### src/rtl/fifo_pkg.sv
// Shared constants for the flagged FIFO: read-mode selectors and pointer sizing.
package fifo_pkg;

  localparam int FWFT_OFF = 0;
  localparam int FWFT_ON  = 1;

  // Pointer width including the extra wrap bit that separates full from empty.
  function automatic int ptr_bits(input int depth);
    return $clog2(depth) + 1;
  endfunction

endpackage

### src/rtl/fifo_ram.sv
// DEPTH x WIDTH storage: registered write port, combinational read port.
// Zero read latency; no backpressure here, the caller decides when a slot is written.
module fifo_ram #(
  parameter int WIDTH = 8,
  parameter int DEPTH = 8,
  parameter int AW    = 3
) (
  input  logic             clk,
  input  logic             we,
  input  logic [AW-1:0]    waddr,
  input  logic [WIDTH-1:0] wdata,
  input  logic [AW-1:0]    raddr,
  output logic [WIDTH-1:0] rdata
);

  logic [WIDTH-1:0] mem [DEPTH];

  always_ff @(posedge clk) begin
    if (we) mem[waddr] <= wdata;
  end

  assign rdata = mem[raddr];

endmodule

### src/rtl/sync_fifo_flags.sv
// Single-clock FIFO with registered flags, count, sticky errors, flush and optional FWFT.
// Read latency 1 cycle (FWFT=0) or 0 (FWFT=1); writes at full / reads at empty are dropped and flagged.
module sync_fifo_flags import fifo_pkg::*; #(
  parameter int WIDTH     = 8,
  parameter int DEPTH     = 8,
  parameter int PTR_WIDTH = ptr_bits(DEPTH) - 1,
  parameter int AF_THRESH = DEPTH - 1,
  parameter int AE_THRESH = 1,
  parameter int FWFT      = FWFT_OFF
) (
  input  logic                 clk,
  input  logic                 rst,
  input  logic                 w_en,
  input  logic [WIDTH-1:0]     data_in,
  input  logic                 r_en,
  input  logic                 flush,
  input  logic                 clr_err,
  output logic [WIDTH-1:0]     data_out,
  output logic                 data_valid,
  output logic                 full,
  output logic                 empty,
  output logic                 almost_full,
  output logic                 almost_empty,
  output logic [PTR_WIDTH:0]   count,
  output logic                 overflow,
  output logic                 underflow
);

  localparam int CW = PTR_WIDTH + 1;
  localparam logic [CW-1:0] AF_C     = CW'(AF_THRESH);
  localparam logic [CW-1:0] AE_C     = CW'(AE_THRESH);
  localparam logic [CW-1:0] FULL_XOR = {1'b1, {PTR_WIDTH{1'b0}}};

  logic [CW-1:0]    wr_ptr, rd_ptr;
  logic [CW-1:0]    wr_sel, rd_sel, cnt_sel;
  logic             wr_acc, rd_acc;
  logic [WIDTH-1:0] ram_q;

  // Next-state pointers and count; flush overrides any accepted transfer.
  always_comb begin
    wr_acc  = w_en & ~full;
    rd_acc  = r_en & ~empty;
    wr_sel  = wr_ptr + CW'(wr_acc);
    rd_sel  = rd_ptr + CW'(rd_acc);
    cnt_sel = count;
    if (wr_acc & ~rd_acc)      cnt_sel = count + CW'(1);
    else if (rd_acc & ~wr_acc) cnt_sel = count - CW'(1);
    if (flush) begin
      wr_sel  = '0;
      rd_sel  = '0;
      cnt_sel = '0;
    end
  end

  always_ff @(posedge clk) begin
    if (rst) begin
      wr_ptr       <= '0;
      rd_ptr       <= '0;
      count        <= '0;
      full         <= 1'b0;
      empty        <= 1'b1;
      almost_full  <= 1'b0;
      almost_empty <= 1'b1;
      overflow     <= 1'b0;
      underflow    <= 1'b0;
    end else begin
      wr_ptr       <= wr_sel;
      rd_ptr       <= rd_sel;
      count        <= cnt_sel;
      full         <= (wr_sel ^ rd_sel) == FULL_XOR;
      empty        <= wr_sel == rd_sel;
      almost_full  <= cnt_sel >= AF_C;
      almost_empty <= cnt_sel <= AE_C;
      // A fresh error in the clearing cycle wins over clr_err.
      overflow     <= (overflow  & ~clr_err) | (w_en & full);
      underflow    <= (underflow & ~clr_err) | (r_en & empty);
    end
  end

  fifo_ram #(.WIDTH(WIDTH), .DEPTH(DEPTH), .AW(PTR_WIDTH)) u_ram (
    .clk   (clk),
    .we    (wr_acc & ~flush & ~rst),
    .waddr (wr_ptr[PTR_WIDTH-1:0]),
    .wdata (data_in),
    .raddr (rd_ptr[PTR_WIDTH-1:0]),
    .rdata (ram_q)
  );

  if (FWFT == FWFT_ON) begin : g_fwft
    assign data_out   = ram_q;
    assign data_valid = ~empty;
  end else begin : g_reg
    logic [WIDTH-1:0] dout_q;
    logic             dv_q;

    always_ff @(posedge clk) begin
      if (rst) begin
        dout_q <= '0;
        dv_q   <= 1'b0;
      end else begin
        dv_q <= rd_acc & ~flush;
        if (rd_acc & ~flush) dout_q <= ram_q;
      end
    end

    assign data_out   = dout_q;
    assign data_valid = dv_q;
  end

endmodule
### config.mk
export PLATFORM = sky130hd
export DESIGN_NAME = sync_fifo_flags
export DESIGN_NICKNAME = d
export VERILOG_FILES = /design/src/rtl/fifo_pkg.sv /design/src/rtl/fifo_ram.sv /design/src/rtl/sync_fifo_flags.sv
export SDC_FILE = /design/constraint.sdc
export NUM_CORES = 1
export LEC_CHECK = 0
export CORE_MARGIN = 2
export CORE_UTILIZATION = 40
export DETAILED_ROUTE_END_ITERATION = 8
export HOLD_SLACK_MARGIN = 0.02
export PLACE_DENSITY = 0.71
export SYNTH_ARGS = -nofsm -noshare
export SYNTH_HDL_FRONTEND = slang
export SYNTH_SLANG_ARGS = --single-unit
### constraint.sdc
create_clock -name clk -period 2.3 [get_ports clk]
set_input_delay 0.23 -clock clk [delete_from_list [all_inputs] [get_ports clk]]
set_output_delay 0.23 -clock clk [all_outputs]
set_load 0.1 [all_outputs]
==> results of run 1 <==
## area by class of cell
type | count | area share, %
flip-flops and latches | 91 | 57.8
multi-input cells | 119 | 24.7
repair buffers | 47 | 9.04
clock buffers | 10 | 3.23
well taps | 108 | 3.17
clock inverters | 6 | 1.38
inverters | 7 | 0.675
## cell usage in the layout, fill, tap and decap left out, types with 2 or more instances in the layout
cell and n:
mux4_2 10, dfxtp_1 25, buf_4 34, clkinv_4 2, xnor2_1 8, a22oi_1 3
clkdlybuf4s50_1 13, nand3_1 5, nor2_1 18, a21oi_1 4, mux2i_1 9, and2_1 4
nand2_1 14, nor3_2 2, edfxtp_1 64, clkbuf_8 10, inv_6 2, nand2b_4 2
or3_1 2, dfxtp_2 2, nor3_1 5, xor2_1 2, mux4_1 6, nand2b_1 2
inv_1 5, ha_1 6, o21ai_1 8
## worst max path at each step
stage / start / end / slack [ps] / depth (start not counted)
6_report: rd_ptr[0]$_SDFF_PP0_ / data_out[4]$_SDFFE_PP0P_ / 590 / 4
5_1_grt: full$_SDFF_PP0_ / full$_SDFF_PP0_ / 410 / 8
4_1_cts: full$_SDFF_PP0_ / full$_SDFF_PP0_ / 590 / 8
3_5_place_dp: w_en / full$_SDFF_PP0_ / 270 / 9
3_3_place_gp: w_en / full$_SDFF_PP0_ / 330 / 9
2_1_floorplan: count[0]$_SDFF_PP0_ / almost_full$_SDFF_PP0_ / 210 / 5
## state kept, by name (all words and copies together), names as in the netlist
signal and cells:
rd_ptr 4, empty 1, almost_empty 1, data_out 8
almost_full 1, u_ram.mem 64, wr_ptr 4, count 4
data_valid 1, underflow 1, overflow 1, full 1
## metrics by stage
step / worst slack [ps] / utilization, % / hold WS (ps) / cell area [sq um] / power [mW]
2_1_floorplan: 212 / - / 302 / 3600 / 1.95
3_3_place_gp: 333 / 46.6 / 440 / 4070 / 2.02
3_5_place_dp: 274 / 46.6 / 444 / 4070 / 2.03
4_1_cts: 587 / 48.9 / 457 / 4260 / 3.06
5_1_grt: 415 / 48.9 / 471 / 4260 / 3.14
6_report: 593 / 48.9 / 453 / 4260 / 3.04
## worst max-delay path: stages, from the launching register on
cell	delay, ps
dfxtp_1	340
buf_4	300
mux4_1	610
mux2i_1	270
o21ai_1	80
## power groups by stage
| stage | clock (mW) | sequential (mW) | combinational [mW] |
|---|---|---|---|
| floorplan | 0 | 1.88 | 0.0720 |
| global placement | 0 | 1.81 | 0.211 |
| detailed placement | 0 | 1.81 | 0.213 |
| CTS | 1.07 | 1.78 | 0.214 |
| global route | 1.13 | 1.78 | 0.227 |
| finish | 1.05 | 1.78 | 0.213 |
## kinds of logic after synthesis
kind of cell	after synthesis
mux	25
simple gates	58
fa+ha+maj	6
compound gates	20
xor+xnor	10
buf+inv	13
flops	91
## layer usage
layer,up-vias,track usage (%)
met4,0,5.80
li1,943,-
met3,13,3.83
met2,54,22.8
met5,-,0
met1,953,18.0
==> results.yml, run 1 <==
yosys:
  synthTopCellsByCount: "edfxtp_1, dfxtp_1, nor2_1, nand2_1, mux4_2"
  netlist_instances: 223
  async_flop_share_pct: 0
  yosys.cell_count.top_type: "edfxtp_1"
  yosysTopAreaCell: "edfxtp_1"
  synth_nets: 243
  netlist-cell-type-count: 36
  synth_flop_cell: "edfxtp_1"
  yosys.area.top_type_share_pct: 53.4
  synth_mux_area_share_pct: 13.2
  synth-simple-area-share_pct: 8.21
  yosys-top-cells-area: "edfxtp_1, dfxtp_1, mux4_2"
  synthesis.area_sq_mm: 0.00360
  synth_compound_area_share_pct: 3.34
  yosys_warnings: 0
  yosys.area_share.adder_pct: 2.09
  synth_top_family_by_area: "multiplexers"
  synth_seq_cells: 91
  synth-edff-count: 64
  ys_seq_area_share_pct: 68.5
  synth_area_per_cell_sq_um: 16.1
  synthXorXnorAreaFrac_pct: 2.44
power:
  seq_power_share_pct: 58.5
  leakage_nw: 1.48
  p_clk_share_pct: 34.5
  p_int_mw: 2.28
  switching_share_pct: 24.9
  pwr-share-comb_pct: 7.0
  powerDensity_mw_per_mm2: 713
  p_switching_mw: 0.755
  irDropWorstVdd_mv: 0.276
grt:
  grt_pass1_wl_um: 10300
  antenna_found_initial: 0
  grt_usage_pct: 14.1
  grt_max_degree: 19
  grt_pass1_vias: 2013
  overflow: 0
setup_path:
  regToRegSetupSlack_ps: 590
  worstReg2RegStart: "rd_ptr[0]$_SDFF_PP0_"
  start_kind: "flop"
  critPathCaptureType: "flop"
  critPathRequiredTime_ps: 2550
  cp.arrival_ps: 1950
  reg2reg_depth: 4
  cp_max_fo: 16
  worst-setup-path-type: "flop to flop"
  r2r_end: "data_out[4]$_SDFFE_PP0P_"
drt:
  wl_per_cell_um: 16.8
  dr.max_layer_used: "met4"
  drtPass1Iterations: 4
  vias_per_cell: 5.06
  wl_met1_um: 2930
  drt_iter0_drc: 83
  vias: 1963
  wl_met3_um: 298
  drc: 0
  drtAntennaViolNets: 0
  wl_met2_um: 3130
  wl_um: 6510
finish:
  final_layout_size_suffix_gt1_share_pct: 24.6
  nNetsFinal: 295
  diodes: 0
  multiInputGateArea_sq_mm: 0.00105
  stdcell_count: 388
  fillCellCount: 724
  syn2layout_area_growth_pct: 18.5
  regArea_sq_mm: 0.00246
worst_hold_path:
  min-delay-start: "data_out[4]$_SDFFE_PP0P_"
  hold_class: "flop to flop"
  hold_path_depth: 2
  min_to: "data_out[4]$_SDFFE_PP0P_"
job:
  drv_cap: 0
floorplanning:
  dieWidth_um: 98.8
  fp-row-count: 34
  coreArea_sq_mm: 0.00872
  die_h_um: 98.8
  boundaryPins: 33
  initial_core_util_pct: 41.2
  dieArea_sq_mm: 0.00976
sta:
  hold_viol: 0
  finClkSkew_ps: 13.8
  setup_viol: 0
  tns_ps: 0
  slew_violations: 0
  worstMarginPinSlew_ps: 574
  rsz0062_at_grt: "no"
  slew_headroom_pct: 61.6
  finalCriticalPeriod_ps: 1710
  fmax_mhz: 586
  finalCritPeriodShare_pct: 74.2
cts:
  clock_sinks: 91
  cts.clk_slew.worst_paths_ps: 90
  clock_latency_ps: 360
  cts.htree.levels: 3
  clockBufferDepth: 2
  cts_made_buffers: 9
  cts_setup_buffers: 0
  root_buffer: "clkbuf_8"
  cts_resized: 0
  cts_tree: "built"
  hold_buffers: 0
place:
  post-dp-hpwl_um: 4230
  gp_congestion: 0.910
  port_buffers: 32
  dpl.cell_count: 372
run_status:
  status: "finished clean"
Note: power is estimated with default switching activity, not from simulation.
==> run 2: changes to the inputs <==
Settings changed: PLACE_DENSITY 0.71 to 0.73.
Clock period 2.3 ns to 1.5 ns, I/O delays scaled along.
==> results.yml, run 2 (synthesis gave the netlist of run 1 again) <==
setup_path:
  max_stage_delay_ps: 350
  cp_max_fo: 3
  path_buf_inv: 1
  critPathTopFamily: "flip-flops"
  slowest_stage: "dfxtp_4"
  cp.arrival_ps: 1820
  startpoint: "full$_SDFF_PP0_"
  worstReg2RegStart: "full$_SDFF_PP0_"
  critPathCaptureType: "flop"
  critical_path.most_common_cell: "ha_4"
  reg2reg_depth: 8
  regToRegSetupSlack_ps: -60
  worst-setup-path-type: "flop to flop"
  timing.critical_path.to: "empty$_SDFF_PP1_"
  critPathRequiredTime_ps: 1760
  path_cells: "nand2b_4 > inv_4 > ha_4 > ha_4 > xnor2_4 > xnor2_1 > a31oi_1 > a21oi_1"
  start_kind: "flop"
  r2r_end: "empty$_SDFF_PP1_"
  cp.depth: 8
place:
  post-dp-hpwl_um: 4560
  place_ws_ps: -430
  gp_congestion: 0.879
  port_buffers: 32
  placed_area_sq_mm: 0.00458
job:
  drv_cap: 0
drt:
  drc: 0
  wl_per_cell_um: 16.3
  vias: 2059
  drtAntennaViolNets: 0
  drtPass1Iterations: 4
  vias_per_cell: 5.06
  wl_um: 6630
  drt_iter0_drc: 120
floorplanning:
  coreArea_sq_mm: 0.00872
  die_h_um: 98.8
  dieWidth_um: 98.8
  dieArea_sq_mm: 0.00976
  fp-row-count: 34
  initial_core_util_pct: 41.2
  boundaryPins: 33
power:
  p_total_mw: 4.97
  powerDensity_mw_per_mm2: 1010
  irDropWorstVdd_mv: 0.464
  leakage_nw: 1.65
finish:
  final_cell_area_sq_mm: 0.00491
  layout_common_cells: "edfxtp_1, buf_12, buf_4"
  nNetsFinal: 314
  final_layout_size_suffix_gt1_share_pct: 38.5
  syn2layout_area_growth_pct: 36.6
  mostFrequentLayoutCell: "edfxtp_1"
  fillCellCount: 648
  largest_register: "u_ram.mem"
  largest_reg_flops: 64
  diodes: 0
worst_hold_path:
  hold_class: "input port to flop"
  min-delay-start: "clr_err"
cts:
  hold_buffers: 0
  cts_made_buffers: 9
  cts.htree.levels: 3
  clock_latency_ps: 370
  root_buffer: "clkbuf_8"
  clock_sinks: 91
  cts.clk_slew.worst_paths_ps: 90
  clockBufferDepth: 2
  cts_tree: "built"
sta:
  finalCritPeriodShare_pct: 104
  slew_violations: 0
  fin_ws_ps: -59.3
  worstMarginPinSlew_ps: 581
  hold_slack_ps: 437
  setup_viol: 26
  finClkSkew_ps: 12.0
  slew_headroom_pct: 61.2
  tns_ps: -636
  finalCriticalPeriod_ps: 1560
  rsz0062_at_grt: "yes"
  fmax_mhz: 641
  hold_viol: 0
grt:
  grt_max_degree: 17
  grt_pass1_vias: 2041
  antenna_found_initial: 0
  grt_pass1_wl_um: 10700
  grt_usage_pct: 14.7
  overflow: 0
run_status:
  violations: "setup timing"
  status: "complete, but fails checks"
==> run 2: cell count changes in the layout (fill, tap and decap cells not counted), sizes merged <==
cell / previous run / this run
buf: 34 / 53
bufinv: 0 / 2
clkinv: 3 / 1
==> run 2: timing repair <==
item | CTS | global route
gates resized for setup | 10 | 8
endpoints found under the setup margin | 39 | 48
buffers inserted | 0 | 7
pin swaps | 0 | 3
==> run 2: tightest hold or removal path, delay by kind of cell <==
family	cells	cell delay [ps]
compound gates	1	60
simple gates	1	70
buf+inv	2	490
==> run 2: how the worst min path moves through the flow <==
stage | slack (ps) | depth (start not counted) | to
6_report | 440 | 4 | underflow$_SDFF_PP0_
5_1_grt | 480 | 4 | overflow$_SDFF_PP0_
4_1_cts | 440 | 4 | underflow$_SDFF_PP0_
3_5_place_dp | 480 | 2 | data_out[5]$_SDFFE_PP0P_
3_3_place_gp | 470 | 2 | data_out[5]$_SDFFE_PP0P_
2_1_floorplan | 220 | 1 | overflow$_SDFF_PP0_
==> run 2: final cells by class <==
cell class	instances	area (sq um)	share of cell area, %
repair buffers	66	872	17.8
inverters	7	31.3	0.637
clock inverters	6	96.3	1.96
clock buffers	10	128	2.60
flip-flops and latches	91	2480	50.6
multi-input cells	119	1170	23.7
well taps	108	135	2.75
==> run 2: through the flow <==
stage / utilization (%) / instances
floorplan: - / 223
global placement: 52.6 / 384
detailed placement: 52.6 / 384
CTS: 55.0 / 400
global route: 56.3 / 407
finish: 56.3 / 407
==> run 2: per-layer routing <==
layer	vias up	share of wire [%]	GRT usage, %
li1	983	-	-
met1	1023	48	20.2
met2	43	46	21.9
met3	10	3.4	4.11
met4	0	2.0	6.64
met5	-	0	0
==> run 2: power by group <==
part	switching, mW	internal, mW	total (mW)
combinational	0.232	0.182	0.414
clock	0.868	0.958	1.83
sequential	0.0232	2.70	2.73
total	1.12	3.84	4.97
